--- src/rtl/div_seq_if.sv ---
// Divider handshake bundle: EX-stage start/operands/annul in; stall, busy and LO/HI results out.
// The master drives the request side, the divider (slave) drives results and stall.
interface div_seq_if #(
    parameter int WIDTH = 32
);
    logic             startE;
    logic             signedE;
    logic             annulE;
    logic [WIDTH-1:0] srcaE;
    logic [WIDTH-1:0] srcbE;
    logic             stall_div;
    logic             busy;
    logic             result_valid;
    logic [WIDTH-1:0] quotient;
    logic [WIDTH-1:0] remainder;

    modport master (
        output startE, signedE, annulE, srcaE, srcbE,
        input  stall_div, busy, result_valid, quotient, remainder
    );

    modport slave (
        input  startE, signedE, annulE, srcaE, srcbE,
        output stall_div, busy, result_valid, quotient, remainder
    );
endinterface

--- src/rtl/div_seq.sv ---
// Restoring shift-subtract DIV/DIVU, one bit per cycle; result_valid WIDTH+2 cycles after start.
// No backpressure: stall_div freezes IF/ID/EX while busy; annulE aborts in any state.
module div_seq #(
    parameter int WIDTH = 32,
    parameter int CNT_W = 6
) (
    input  logic       clk,
    input  logic       rst,
    div_seq_if.slave   bus
);
    typedef enum logic [1:0] {IDLE, PREP, RUN, DONE} state_t;

    state_t           state;
    logic [CNT_W-1:0] cnt;
    logic [WIDTH-1:0] dvd, dsr, rem;
    logic [WIDTH-1:0] qRes, rRes, qHeld, rHeld;
    logic             sgn, qneg, rneg;

    logic [WIDTH:0]   remSh, diff;
    logic [WIDTH-1:0] remNext, dvdNext, qFix, rFix;
    logic             signA, signB, stallRaw;

    always_comb begin
        remSh = {rem, dvd[WIDTH-1]};
        diff  = remSh - {1'b0, dsr};
        // diff MSB is the borrow: set only when the shifted remainder is below the divisor
        if (!diff[WIDTH]) begin
            remNext = diff[WIDTH-1:0];
            dvdNext = {dvd[WIDTH-2:0], 1'b1};
        end else begin
            remNext = remSh[WIDTH-1:0];
            dvdNext = {dvd[WIDTH-2:0], 1'b0};
        end
        qFix  = qneg ? -dvdNext : dvdNext;
        rFix  = rneg ? -remNext : remNext;
        signA = sgn & dvd[WIDTH-1];
        signB = sgn & dsr[WIDTH-1];
    end

    always_ff @(posedge clk or posedge rst) begin
        if (rst) begin
            state <= IDLE;
            cnt   <= '0;
            dvd   <= '0;
            dsr   <= '0;
            rem   <= '0;
            sgn   <= 1'b0;
            qneg  <= 1'b0;
            rneg  <= 1'b0;
            qRes  <= '0;
            rRes  <= '0;
            qHeld <= '0;
            rHeld <= '0;
        end else if (bus.annulE) begin
            state <= IDLE;
        end else begin
            case (state)
                IDLE: begin
                    if (bus.startE) begin
                        if (bus.srcbE == '0) begin
                            qRes  <= '1;
                            rRes  <= bus.srcaE;
                            state <= DONE;
                        end else begin
                            dvd   <= bus.srcaE;
                            dsr   <= bus.srcbE;
                            sgn   <= bus.signedE;
                            state <= PREP;
                        end
                    end
                end
                PREP: begin
                    // Magnitudes only; -0x80000000 stays 0x80000000, which is the right unsigned magnitude
                    dvd   <= signA ? -dvd : dvd;
                    dsr   <= signB ? -dsr : dsr;
                    qneg  <= signA ^ signB;
                    rneg  <= signA;
                    rem   <= '0;
                    cnt   <= CNT_W'(WIDTH);
                    state <= RUN;
                end
                RUN: begin
                    rem <= remNext;
                    dvd <= dvdNext;
                    cnt <= cnt - CNT_W'(1);
                    if (cnt == CNT_W'(1)) begin
                        qRes  <= qFix;
                        rRes  <= rFix;
                        state <= DONE;
                    end
                end
                default: begin
                    qHeld <= qRes;
                    rHeld <= rRes;
                    state <= IDLE;
                end
            endcase
        end
    end

    always_comb begin
        stallRaw = 1'b0;
        case (state)
            IDLE:      stallRaw = bus.startE;
            PREP, RUN: stallRaw = 1'b1;
            default:   stallRaw = 1'b0;
        endcase
    end

    // The new result is shown during DONE itself and only committed to the hold registers when not annulled
    assign bus.stall_div    = stallRaw & ~bus.annulE & ~rst;
    assign bus.busy         = (state != IDLE);
    assign bus.result_valid = (state == DONE) & ~bus.annulE;
    assign bus.quotient     = bus.result_valid ? qRes : qHeld;
    assign bus.remainder    = bus.result_valid ? rRes : rHeld;
endmodule

--- src/flat_wrapper.sv ---
// flat-port wrapper written by rule: the top's interface ports become plain ports
module div_seq_flat 
#(
    parameter int WIDTH = 32,
    parameter int CNT_W = 6
)
  (clk, rst, bus_startE, bus_signedE, bus_annulE, bus_srcaE, bus_srcbE, bus_stall_div, bus_busy, bus_result_valid, bus_quotient, bus_remainder);
  div_seq_if #(.WIDTH(WIDTH)) bus_i ();
  input  logic clk;
  input  logic rst;
  input wire logic [$bits(bus_i.startE)-1:0] bus_startE;
  input wire logic [$bits(bus_i.signedE)-1:0] bus_signedE;
  input wire logic [$bits(bus_i.annulE)-1:0] bus_annulE;
  input wire logic [$bits(bus_i.srcaE)-1:0] bus_srcaE;
  input wire logic [$bits(bus_i.srcbE)-1:0] bus_srcbE;
  output wire logic [$bits(bus_i.stall_div)-1:0] bus_stall_div;
  output wire logic [$bits(bus_i.busy)-1:0] bus_busy;
  output wire logic [$bits(bus_i.result_valid)-1:0] bus_result_valid;
  output wire logic [$bits(bus_i.quotient)-1:0] bus_quotient;
  output wire logic [$bits(bus_i.remainder)-1:0] bus_remainder;
  assign bus_i.startE = bus_startE;
  assign bus_i.signedE = bus_signedE;
  assign bus_i.annulE = bus_annulE;
  assign bus_i.srcaE = bus_srcaE;
  assign bus_i.srcbE = bus_srcbE;
  assign bus_stall_div = bus_i.stall_div;
  assign bus_busy = bus_i.busy;
  assign bus_result_valid = bus_i.result_valid;
  assign bus_quotient = bus_i.quotient;
  assign bus_remainder = bus_i.remainder;
  div_seq #(.WIDTH(WIDTH), .CNT_W(CNT_W)) u_core (.clk(clk), .rst(rst), .bus(bus_i));
endmodule
--- config.mk ---
export PLATFORM = sky130hd
export DESIGN_NAME = div_seq_flat
export DESIGN_NICKNAME = d
export VERILOG_FILES = /design/src/rtl/div_seq_if.sv /design/src/rtl/div_seq.sv /design/src/flat_wrapper.sv
export SDC_FILE = /design/constraint.sdc
export NUM_CORES = 1
export LEC_CHECK = 0
export CELL_PAD_IN_SITES_DETAIL_PLACEMENT = 0
export CELL_PAD_IN_SITES_GLOBAL_PLACEMENT = 2
export CORE_MARGIN = 4
export CORE_UTILIZATION = 36
export DETAILED_ROUTE_END_ITERATION = 8
export GPL_TIMING_DRIVEN = 0
export PLACE_DENSITY = 0.86
export SKIP_CTS_REPAIR_TIMING = 1
export SLEW_MARGIN = 5
export SYNTH_ARGS = -nofsm -noshare
export SYNTH_HDL_FRONTEND = slang
export SYNTH_SLANG_ARGS = --single-unit
--- constraint.sdc ---
create_clock -name clk -period 8.8 [get_ports clk]
set_input_delay 1.76 -clock clk [delete_from_list [all_inputs] [get_ports clk]]
set_output_delay 1.76 -clock clk [all_outputs]
set_load 0.01 [all_outputs]
==> flow_summary.yaml, run 1 <==
logic_synthesis:
  synth_area_um2: 16040
  synthCells: 1875
  synth-seq-cells: 235
  yosys.area.top_type_share_pct: 36.65
  synthDistinctLibCells: 78
  synth_top_cell_by_area: "sky130_fd_sc_hd__dfrtp_1"
  postSynthNetCount: 1988
  synth-seq-area-share_pct: 36.65
  ys_async_rst_share_pct: 100.0
  yosys-top-cells-area: "sky130_fd_sc_hd__dfrtp_1 (37%), sky130_fd_sc_hd__mux2_2 (9.1%), sky130_fd_sc_hd__o21ai_0 (6.0%)"
  count_of_flip_flops_with_a_built_in_enable_after_synthesis: 0
  yosysWarningCount: 0
  postSynthAreaPerCell_um2: 8.557
  synth_ff_type: "sky130_fd_sc_hd__dfrtp_1"
setup_path:
  critical_path_at_ns: 7.94
  crit_path_start_kind: "register"
  critical_path.top_delay_family: "simple AND/OR/NAND/NOR gates"
  critPathBufInv: 8
  required_time_at_the_worst_slack_endpoint_ns: 9.23
  worst_path_most_repeated_cell: "sky130_fd_sc_hd__inv_1"
  critical_path.max_fanout: 10
  rr_endpoint: "u_core.rRes[24]"
  timing.rr.start: "u_core.dvd[31]"
  worst_setup_path_startpoint: "u_core.dvd[31]"
  worst_path_max_delay_cell: "sky130_fd_sc_hd__nor4_2"
  timing.critical_path.to: "u_core.rRes[24]"
  slack_of_the_worst_reg_to_reg_path_ns: 1.30
  end_kind: "register"
  delay_contributed_by_the_slowest_stage_of_the_critical_path_ns: 0.74
  worstSetupPathType: "reg2reg"
  crit_cells: 26
  r2r_cells: 26
clocking:
  clock_tree.buffer_depth: 3
  cts.root.buffer_cell: "sky130_fd_sc_hd__clkbuf_16"
  htreeDepth: 1
  clk-insertion-delay-late_ns: 0.57
  cts_sinks: 235
  clkTransAtPathRegs_ns: 0.06
  cts_buffers: 29
  cts_tree: "yes"
drt:
  postRouteWirelength_um: 61380
  wl_per_cell_um: 23.11
  routed_via_density: 5.800
  route.vias.total: 15410
  drt_first_pass_iters: 6
  first_iter_violations: 1532
  route.antenna.remaining_nets: 0
  drcViolationCount: 0
global_routing:
  grt_antenna_before_repair: 0
  grt.overflow.total: 0
  first_global_vias: 15110
  global_route_wire_length_before_repair_um: 93560
  globalRouteTotalUtil_pct: 25.17
  grt_start_max_net_pins: 108
sta:
  fin_tns_setup_ns: 0
  rsz_0062_raised_after_global_routing: "false"
  min_period_ns: 7.504
  timing.final.hold_violations: 0
  clock.fmax_mhz: 133.3
  report.final.slew_viol_count: 0
  timing.final.crit_share_pct: 85.28
  fin_worst_skew_ns: 0.009713
  tightest_slew_ns: 1.101
  finalSetupViolations: 0
  slew_headroom_pct: 26.61
layout:
  fin_area_um2: 19220
  areaGrowthSynthToFinish_pct: 19.82
  drive_above_1_share_pct: 10.51
  finish.net_count: 2156
  antenna-diode-count: 0
  filler_cells: 4484
pwr:
  pwr_density_cell_nw_per_um2: 332.2
  cellLeakagePower_nw: 7.600
  power.switching_w: 0.002851
  netSwitchingFraction_pct: 44.65
  clock_power_share_pct: 20.3
  share_seq_of_total_power_pct: 28.1
  intPower_w: 0.003534
  peakVddDrop_uv: 116.1
  combinational_share_of_power_pct: 51.6
floorplan:
  core-area_um2: 44120
  dieWidth_um: 219.1
  rows: 77
  number_of_placed_i_o_pins: 136
  die_height_um: 219.1
  initial_utilization_pct: 36.36
  design.die.area_um2: 48010
outcome:
  outcome: "finished, final reports clean"
place:
  place_area_um2: 18200
  post-dp-hpwl_um: 47520
  io_buffer_count: 135
  gp_congestion: 0.9474
min_path:
  hold_path_class: "reg2reg"
flow_run:
  drv.max_cap_violation_count: 0
## through the flow
step           total power [W]  util [%]  instances  setup WS [ns]  hold slack (ns)
5_1_grt               0.006803     43.57       2656         0.7738           0.5119
3_5_place_dp          0.005060     41.24       2604          1.518           0.4918
2_1_floorplan         0.003810         -       1875         0.5937           0.4604
4_1_cts               0.006374     43.57       2656          1.471           0.5054
6_report              0.006385     43.57       2656          1.296           0.5006
3_3_place_gp          0.005010     41.10       2602         -3.025           0.4807
## layout by cell type, fill, tap and decap left out, types with 9 or more instances in the layout
master and instances:
sky130_fd_sc_hd__nor2b_1 10, sky130_fd_sc_hd__nand4_1 14, sky130_fd_sc_hd__mux2i_1 32, sky130_fd_sc_hd__xnor2_1 41, sky130_fd_sc_hd__xor2_1 59, sky130_fd_sc_hd__dfrtp_1 235
sky130_fd_sc_hd__nand3_1 45, sky130_fd_sc_hd__nand2_1 202, sky130_fd_sc_hd__clkbuf_16 29, sky130_fd_sc_hd__a21oi_1 155, sky130_fd_sc_hd__o21ai_0 193, sky130_fd_sc_hd__clkbuf_1 111
sky130_fd_sc_hd__or3_1 29, sky130_fd_sc_hd__inv_1 52, sky130_fd_sc_hd__nor4_1 30, sky130_fd_sc_hd__and3_1 18, sky130_fd_sc_hd__mux2_2 130, sky130_fd_sc_hd__nor2_1 145
sky130_fd_sc_hd__a221oi_1 17, sky130_fd_sc_hd__o211ai_1 15, sky130_fd_sc_hd__buf_1 10, sky130_fd_sc_hd__a22oi_1 9, sky130_fd_sc_hd__o22ai_1 21, sky130_fd_sc_hd__nand3b_1 11
sky130_fd_sc_hd__nand2b_1 12, sky130_fd_sc_hd__o31ai_1 34, sky130_fd_sc_hd__or4_1 12, sky130_fd_sc_hd__ha_1 43, sky130_fd_sc_hd__clkdlybuf4s50_1 135, sky130_fd_sc_hd__buf_2 14
sky130_fd_sc_hd__nor3_1 36, sky130_fd_sc_hd__a21o_1 12
## synthesized netlist by cell type, drive strengths merged (17+ instances only)
cell type,number
dfrtp,235
nand2,202
o21ai,198
a21oi,156
nor2,145
mux2,130
clkbuf,107
xor2,59
inv,53
nand3,45
ha,43
xnor2,41
nor3,36
o31ai,35
mux2i,32
nor4,31
or3,29
buf,24
o22ai,21
and3,18
a221oi,17
## state kept, by name (all words and copies together), names as in the netlist, 2 cells and up
signal,flops
u_core.rHeld,32
u_core.qRes,32
u_core.cnt,6
u_core.qHeld,32
u_core.dsr,32
u_core.rRes,32
u_core.rem,32
u_core.state,2
u_core.dvd,32
## cell families after synthesis
| kind of cell | after synthesis | share of synthesized area [%] |
|---|---|---|
| compound gates | 553 | 21.16 |
| simple gates | 595 | 17.67 |
| mux | 162 | 11.12 |
| buf+inv | 186 | 4.461 |
| xor+xnor | 100 | 5.459 |
| fa+ha+maj | 44 | 3.478 |
| flops | 235 | 36.65 |
## layer usage
layer | GRT usage [%] | wire (um)
met1 | 35.16 | 27500
met2 | 40.43 | 27880
met3 | 2.700 | 3510
met4 | 9.332 | 2492
met5 | 0 | 0
## power by group through the flow
stage          Clock [W]  Combinational, W  Sequential [W]
6_report         0.00130           0.00329         0.00179
5_1_grt          0.00137           0.00360         0.00184
4_1_cts          0.00132           0.00327         0.00179
3_5_place_dp           0           0.00326         0.00180
3_3_place_gp           0           0.00322         0.00179
2_1_floorplan          0           0.00212         0.00169
## worst min-delay path by stage
stage | start | to | cells past startpoint
2_1_floorplan | u_core.rRes[0] | u_core.rRes[0] | 2
3_3_place_gp | u_core.cnt[4] | u_core.cnt[4] | 2
3_5_place_dp | u_core.qHeld[13] | u_core.qHeld[13] | 1
4_1_cts | u_core.qHeld[13] | u_core.qHeld[13] | 1
5_1_grt | u_core.qHeld[24] | u_core.qHeld[24] | 1
6_report | u_core.qHeld[13] | u_core.qHeld[13] | 1
## cell type report
class                   count  area [um2]  share of cell area (%)
clock buffers              38       809.5                   4.211
clock inverters            14       215.2                   1.120
flip-flops and latches    235        5881                   30.59
plain buffers             131       509.2                   2.649
well taps                 592       740.7                   3.853
repair buffers            137        1406                   7.316
multi-input cells        1454        9448                   49.15
inverters                  55       214.0                   1.113
(Power assumes the default switching activity.)
==> run 2: changes to the inputs <==
Settings changed: GPL_TIMING_DRIVEN 0 to not set.
Clock period 8.8 ns to 8.6 ns, I/O delays scaled along.
==> run 2 against run 1 <==
Clock power is 5% lower. Sequential share of layout area grew 0.70 points. Routed wire length shrank 11%. Highest routed layer unchanged. Critical path type unchanged. Sequential power grew 9%. Largest cell class unchanged. Setup slack better by 0.93 ns.
==> flow_summary.yaml, run 2 (synthesized netlist as in run 1, its figures left out) <==
global_routing:
  globalRouteTotalUtil_pct: 22.22
  global_route_wire_length_before_repair_um: 84500
  grt_antenna_before_repair: 0
  grt.overflow.total: 0
  first_global_vias: 14180
  grt_start_max_net_pins: 92
clocking:
  clkTransAtPathRegs_ns: 0.06
  cts.root.buffer_cell: "sky130_fd_sc_hd__clkbuf_16"
  cts_buffers: 29
  cts_sinks: 235
  clk-insertion-delay-late_ns: 0.58
  htreeDepth: 1
  clock_tree.buffer_depth: 3
  cts_tree: "yes"
pwr:
  peakVddDrop_uv: 182.4
  cellLeakagePower_nw: 7.430
  pwr_density_cell_nw_per_um2: 332.0
sta:
  fin_tns_setup_ns: 0
  rsz_0062_raised_after_global_routing: "false"
  slew_headroom_pct: 25.58
  timing.final.crit_share_pct: 74.14
  final_critical_path_setup_slack_ns: 2.224
  tightest_slew_ns: 1.116
  report.final.slew_viol_count: 0
  fin_worst_skew_ns: 0.02564
  min_period_ns: 6.376
  timing.final.hold_violations: 0
  clock.fmax_mhz: 156.8
  finalSetupViolations: 0
setup_path:
  delay_contributed_by_the_slowest_stage_of_the_critical_path_ns: 0.72
  timing.critical_path.to: "u_core.rRes[24]"
  path_cells: "inv_1, ha_1, inv_1, fa_1, a211oi_1, o211ai_1, a21oi_1, o41ai_1, nor4_2, nor2_4, inv_1, o21ai_0, inv_1, ha_1, nand2_1, nor4b_1, nand4b_1, nor4_1, o21ai_0, o31ai_1, xnor2_1, o21ai_0"
  timing.rr.start: "u_core.dvd[31]"
  worst_path_most_repeated_cell: "sky130_fd_sc_hd__inv_1"
  worst_path_max_delay_cell: "sky130_fd_sc_hd__nor4_2"
  critical_path_at_ns: 6.81
  crit_path_start_kind: "register"
  rr_endpoint: "u_core.rRes[24]"
  worst_setup_path_startpoint: "u_core.dvd[31]"
  critical_path.max_fanout: 19
  end_kind: "register"
  slack_of_the_worst_reg_to_reg_path_ns: 2.22
  worstSetupPathType: "reg2reg"
  required_time_at_the_worst_slack_endpoint_ns: 9.04
  r2r_cells: 22
floorplan:
  die_height_um: 219.1
  initial_utilization_pct: 36.36
  rows: 77
  number_of_placed_i_o_pins: 136
  dieWidth_um: 219.1
  design.die.area_um2: 48010
  core-area_um2: 44120
layout:
  fin_area_um2: 18790
  final_cell_count_no_fill: 2539
  multi_input_area_um2: 9509
  mostFrequentLayoutCells: "sky130_fd_sc_hd__dfrtp_1 (235), sky130_fd_sc_hd__nand2_1 (201), sky130_fd_sc_hd__o21ai_0 (193), sky130_fd_sc_hd__a21oi_1 (155), sky130_fd_sc_hd__nor2_1 (142)"
  finish.net_count: 2040
  areaGrowthSynthToFinish_pct: 17.12
  drive_above_1_share_pct: 11.45
  most_common_cell_after_layout_fill_and_taps_aside: "sky130_fd_sc_hd__dfrtp_1"
  antenna-diode-count: 0
  filler_cells: 4459
  register_area_um2: 5881
place:
  io_buffer_count: 135
  gp_congestion: 0.9403
  place_area_um2: 17840
  placed_cells: 2488
  post-dp-hpwl_um: 40630
  dp_slack_ns: 2.313
drt:
  wl_per_cell_um: 21.47
  route.antenna.remaining_nets: 0
  route.vias.total: 14590
  routed_via_density: 5.746
  postRouteWirelength_um: 54510
  drt_first_pass_iters: 5
  first_iter_violations: 1311
  drcViolationCount: 0
min_path:
  hold_path_class: "reg2reg"
flow_run:
  drv.max_cap_violation_count: 0
outcome:
  outcome: "finished, final reports clean"
run 2: cell types whose count changed in the layout (fill, tap and decap cells not counted), moves of 3 or more:
cell | previous run | this run
sky130_fd_sc_hd__clkinv_4 | 4 | 0
sky130_fd_sc_hd__buf_2 | 14 | 0
sky130_fd_sc_hd__clkbuf_1 | 111 | 7
sky130_fd_sc_hd__nor2_1 | 145 | 142
sky130_fd_sc_hd__buf_1 | 10 | 0
sky130_fd_sc_hd__buf_4 | 0 | 16
run 2: per-layer routing:
metal	track usage, %	up-vias	share of wire [%]
li1	-	6916	-
met1	31.43	7127	46
met2	35.01	447	45
met3	2.479	100	4.9
met4	8.553	0	4.5
met5	0	-	0
run 2: area by class of cell:
cell class	instances	area share, %
multi-input cells	1454	50.61
flip-flops and latches	235	31.30
repair buffers	152	7.937
clock buffers	39	4.222
well taps	592	3.942
inverters	55	1.139
clock inverters	12	0.8590
run 2: worst min path at each step:
stage / endpoint / startpoint / cells past startpoint
after global routing: u_core.qHeld[25] / u_core.qHeld[25] / 1
after CTS: u_core.qneg / u_core.qneg / 2
final: u_core.qneg / u_core.qneg / 2
after detailed placement: u_core.qneg / u_core.qneg / 2
after floorplan: u_core.rRes[0] / u_core.rRes[0] / 2
after global placement: u_core.qneg / u_core.qneg / 2
run 2: critical path, delay by kind of cell, from the launching register on:
family	cells	cell delay, ns
AO/OA/AOI/OAI	8	1.75
XOR/XNOR	1	0.16
adder cells (fa/ha/maj)	3	0.78
buffers and inverters	4	0.58
flip-flops	1	0.46
AND/OR/NAND/NOR	6	2.49
run 2: stage by stage:
step | hold slack [ns] | util [%] | total power [W]
floorplan | 0.4604 | - | 0.003899
global placement | 0.4691 | 40.42 | 0.004941
detailed placement | 0.4747 | 40.42 | 0.004988
CTS | 0.4871 | 42.58 | 0.006259
global route | 0.5170 | 42.58 | 0.006684
finish | 0.4818 | 42.58 | 0.006238
run 2: report_power, final:
part	internal (W)	switching, W
Sequential	0.00151	0.000453
Combinational	0.00126	0.00177
Clock	0.000737	0.000506
==> run 3: changes to the inputs <==
Clock period 8.6 ns to 6.42 ns, I/O delays scaled along.
==> run 3 against run 2 <==
Worst hold slack better by 0.020 ns. Design area up 0.71%. Count of clock-buffer cells in the layout down 3. Largest power group unchanged. Clock power up 42%. Setup slack worse by 1.8 ns. Utilization up 0.30 points. Combinational power up 35%.
==> flow_summary.yaml, run 3 (synthesized netlist as in run 1, its figures left out) <==
drt:
  wl_per_cell_um: 21.30
  route.vias.total: 14560
  drcViolationCount: 0
  drt_first_pass_iters: 5
  route.antenna.remaining_nets: 0
  first_iter_violations: 1228
  routed_via_density: 5.718
  postRouteWirelength_um: 54250
sta:
  rsz_0062_raised_after_global_routing: "false"
  fin_worst_skew_ns: 0.01390
  timing.final.crit_share_pct: 93.36
  slew_headroom_pct: 29.78
  tightest_slew_ns: 1.051
  min_period_ns: 5.994
  clock.fmax_mhz: 166.8
  final_critical_path_setup_slack_ns: 0.4261
  finalSetupViolations: 0
  report.final.slew_viol_count: 0
  timing.final.hold_violations: 0
  fin_tns_setup_ns: 0
outcome:
  outcome: "finished, final reports clean"
min_path:
  worst_hold_path.num_cells: 1
  hold_path_class: "reg2reg"
  min_delay_worst_endpoint: "u_core.qHeld[21]"
  min_from: "u_core.qHeld[21]"
layout:
  most_common_cell_after_layout_fill_and_taps_aside: "sky130_fd_sc_hd__dfrtp_1"
  drive_above_1_share_pct: 12.03
  finish.net_count: 2045
  areaGrowthSynthToFinish_pct: 17.94
  final_cell_count_no_fill: 2547
  mostFrequentLayoutCells: "sky130_fd_sc_hd__dfrtp_1 (235), sky130_fd_sc_hd__nand2_1 (201), sky130_fd_sc_hd__o21ai_0 (193), sky130_fd_sc_hd__a21oi_1 (155), sky130_fd_sc_hd__nor2_1 (142)"
  filler_cells: 4434
pwr:
  pwr_density_cell_nw_per_um2: 446.2
  peakVddDrop_uv: 221.6
  cellLeakagePower_nw: 7.490
place:
  dp_slack_ns: 0.3758
  gp_congestion: 0.9360
  post-dp-hpwl_um: 40210
  placed_cells: 2493
  io_buffer_count: 135
global_routing:
  grt_start_max_net_pins: 143
  global_route_wire_length_before_repair_um: 84110
  grt.overflow.total: 0
  grt_antenna_before_repair: 0
  globalRouteTotalUtil_pct: 22.08
  first_global_vias: 14140
setup_path:
  r2r_cells: 24
  critical_path.max_fanout: 11
  end_kind: "register"
  timing.rr.start: "u_core.dvd[31]"
  critical_path_at_ns: 6.42
  required_time_at_the_worst_slack_endpoint_ns: 6.84
  slack_of_the_worst_reg_to_reg_path_ns: 0.43
  crit_path_start_kind: "register"
  rr_endpoint: "u_core.rRes[24]"
  worstSetupPathType: "reg2reg"
floorplan:
  core-area_um2: 44120
  rows: 77
  die_height_um: 219.1
  number_of_placed_i_o_pins: 136
  dieWidth_um: 219.1
  design.die.area_um2: 48010
  initial_utilization_pct: 36.36
clocking:
  clk-insertion-delay-late_ns: 0.55
  cts_buffers: 29
  cts_tree: "yes"
  clock_tree.buffer_depth: 3
  htreeDepth: 1
  cts_sinks: 235
  cts.root.buffer_cell: "sky130_fd_sc_hd__clkbuf_16"
  clkTransAtPathRegs_ns: 0.06
flow_run:
  drv.max_cap_violation_count: 0
run 3: cell types whose count changed in the layout (fill, tap and decap cells not counted), sizes merged:
cell	previous run	this run
diode	0	1
clkinvlp	3	5
buf	17	22
bufinv	3	5
inv	55	54
clkbuf	39	36
clkinv	6	8
run 3: per-layer routing:
layer	vias to the layer above	GRT usage, %	share of wire (%)
met5	-	0	0
met4	0	7.731	3.7
met3	97	3.254	6.2
met2	489	34.82	44
met1	7045	31.01	46
li1	6932	-	-
run 3: final cells by class:
class	count	area, um2	area share, %
multi-input combinational	1454	9508	50.24
sequential	235	5881	31.08
timing repair buffer	157	1554	8.212
clock buffer	36	792.0	4.185
tap	592	740.7	3.914
clock inverter	17	235.2	1.243
inverter	55	210.2	1.111
antenna	1	2.502	0.01322
run 3: worst max path at each step:
stage / startpoint / end / slack [ns]
2_1_floorplan: u_core.dvd[31] / u_core.rRes[24] / 1.16
3_3_place_gp: u_core.dvd[31] / u_core.rRes[24] / 0.52
6_report: u_core.dvd[31] / u_core.rRes[24] / 0.43
4_1_cts: u_core.dvd[31] / u_core.rRes[24] / 0.33
3_5_place_dp: u_core.dvd[31] / u_core.rRes[24] / 0.38
5_1_grt: u_core.dvd[31] / u_core.rRes[24] / 0.07
run 3: stage by stage:
step / util, % / hold slack, ns / total power [W] / instance area (um2)
2_1_floorplan: - / 0.4604 / 0.005223 / 16050
3_3_place_gp: 40.54 / 0.4837 / 0.006605 / 17890
3_5_place_dp: 40.54 / 0.4920 / 0.006678 / 17890
4_1_cts: 42.87 / 0.5054 / 0.008479 / 18910
5_1_grt: 42.88 / 0.5179 / 0.009032 / 18920
6_report: 42.89 / 0.5014 / 0.008443 / 18920
run 3: report_power, final:
part / internal (W) / switching (W) / leakage [nW]
combinational: 0.00170 / 0.00238 / 4.15
sequential: 0.00202 / 0.000582 / 2.84
clock: 0.00108 / 0.000683 / 0.494
total: 0.00480 / 0.00364 / 7.49
run 3: worst max-delay path, stage by stage, from the launching register on:
cell	delay [ns]
sky130_fd_sc_hd__dfrtp_1	0.46
sky130_fd_sc_hd__inv_1	0.13
sky130_fd_sc_hd__ha_1	0.18
sky130_fd_sc_hd__inv_1	0.05
sky130_fd_sc_hd__fa_1	0.42
sky130_fd_sc_hd__a211oi_1	0.36
sky130_fd_sc_hd__o211ai_1	0.21
sky130_fd_sc_hd__a21oi_1	0.34
sky130_fd_sc_hd__o211ai_1	0.25
sky130_fd_sc_hd__a31o_2	0.38
sky130_fd_sc_hd__nor2_4	0.33
sky130_fd_sc_hd__inv_1	0.14
sky130_fd_sc_hd__buf_4	0.19
sky130_fd_sc_hd__nand2_1	0.06
sky130_fd_sc_hd__o21ai_0	0.11
sky130_fd_sc_hd__inv_1	0.08
sky130_fd_sc_hd__ha_1	0.19
sky130_fd_sc_hd__nand2_1	0.11
sky130_fd_sc_hd__nor4b_2	0.40
sky130_fd_sc_hd__nand4b_1	0.30
sky130_fd_sc_hd__nor4_1	0.44
sky130_fd_sc_hd__o21ai_0	0.15
sky130_fd_sc_hd__o31ai_1	0.32
sky130_fd_sc_hd__xnor2_1	0.16
sky130_fd_sc_hd__o21ai_0	0.10
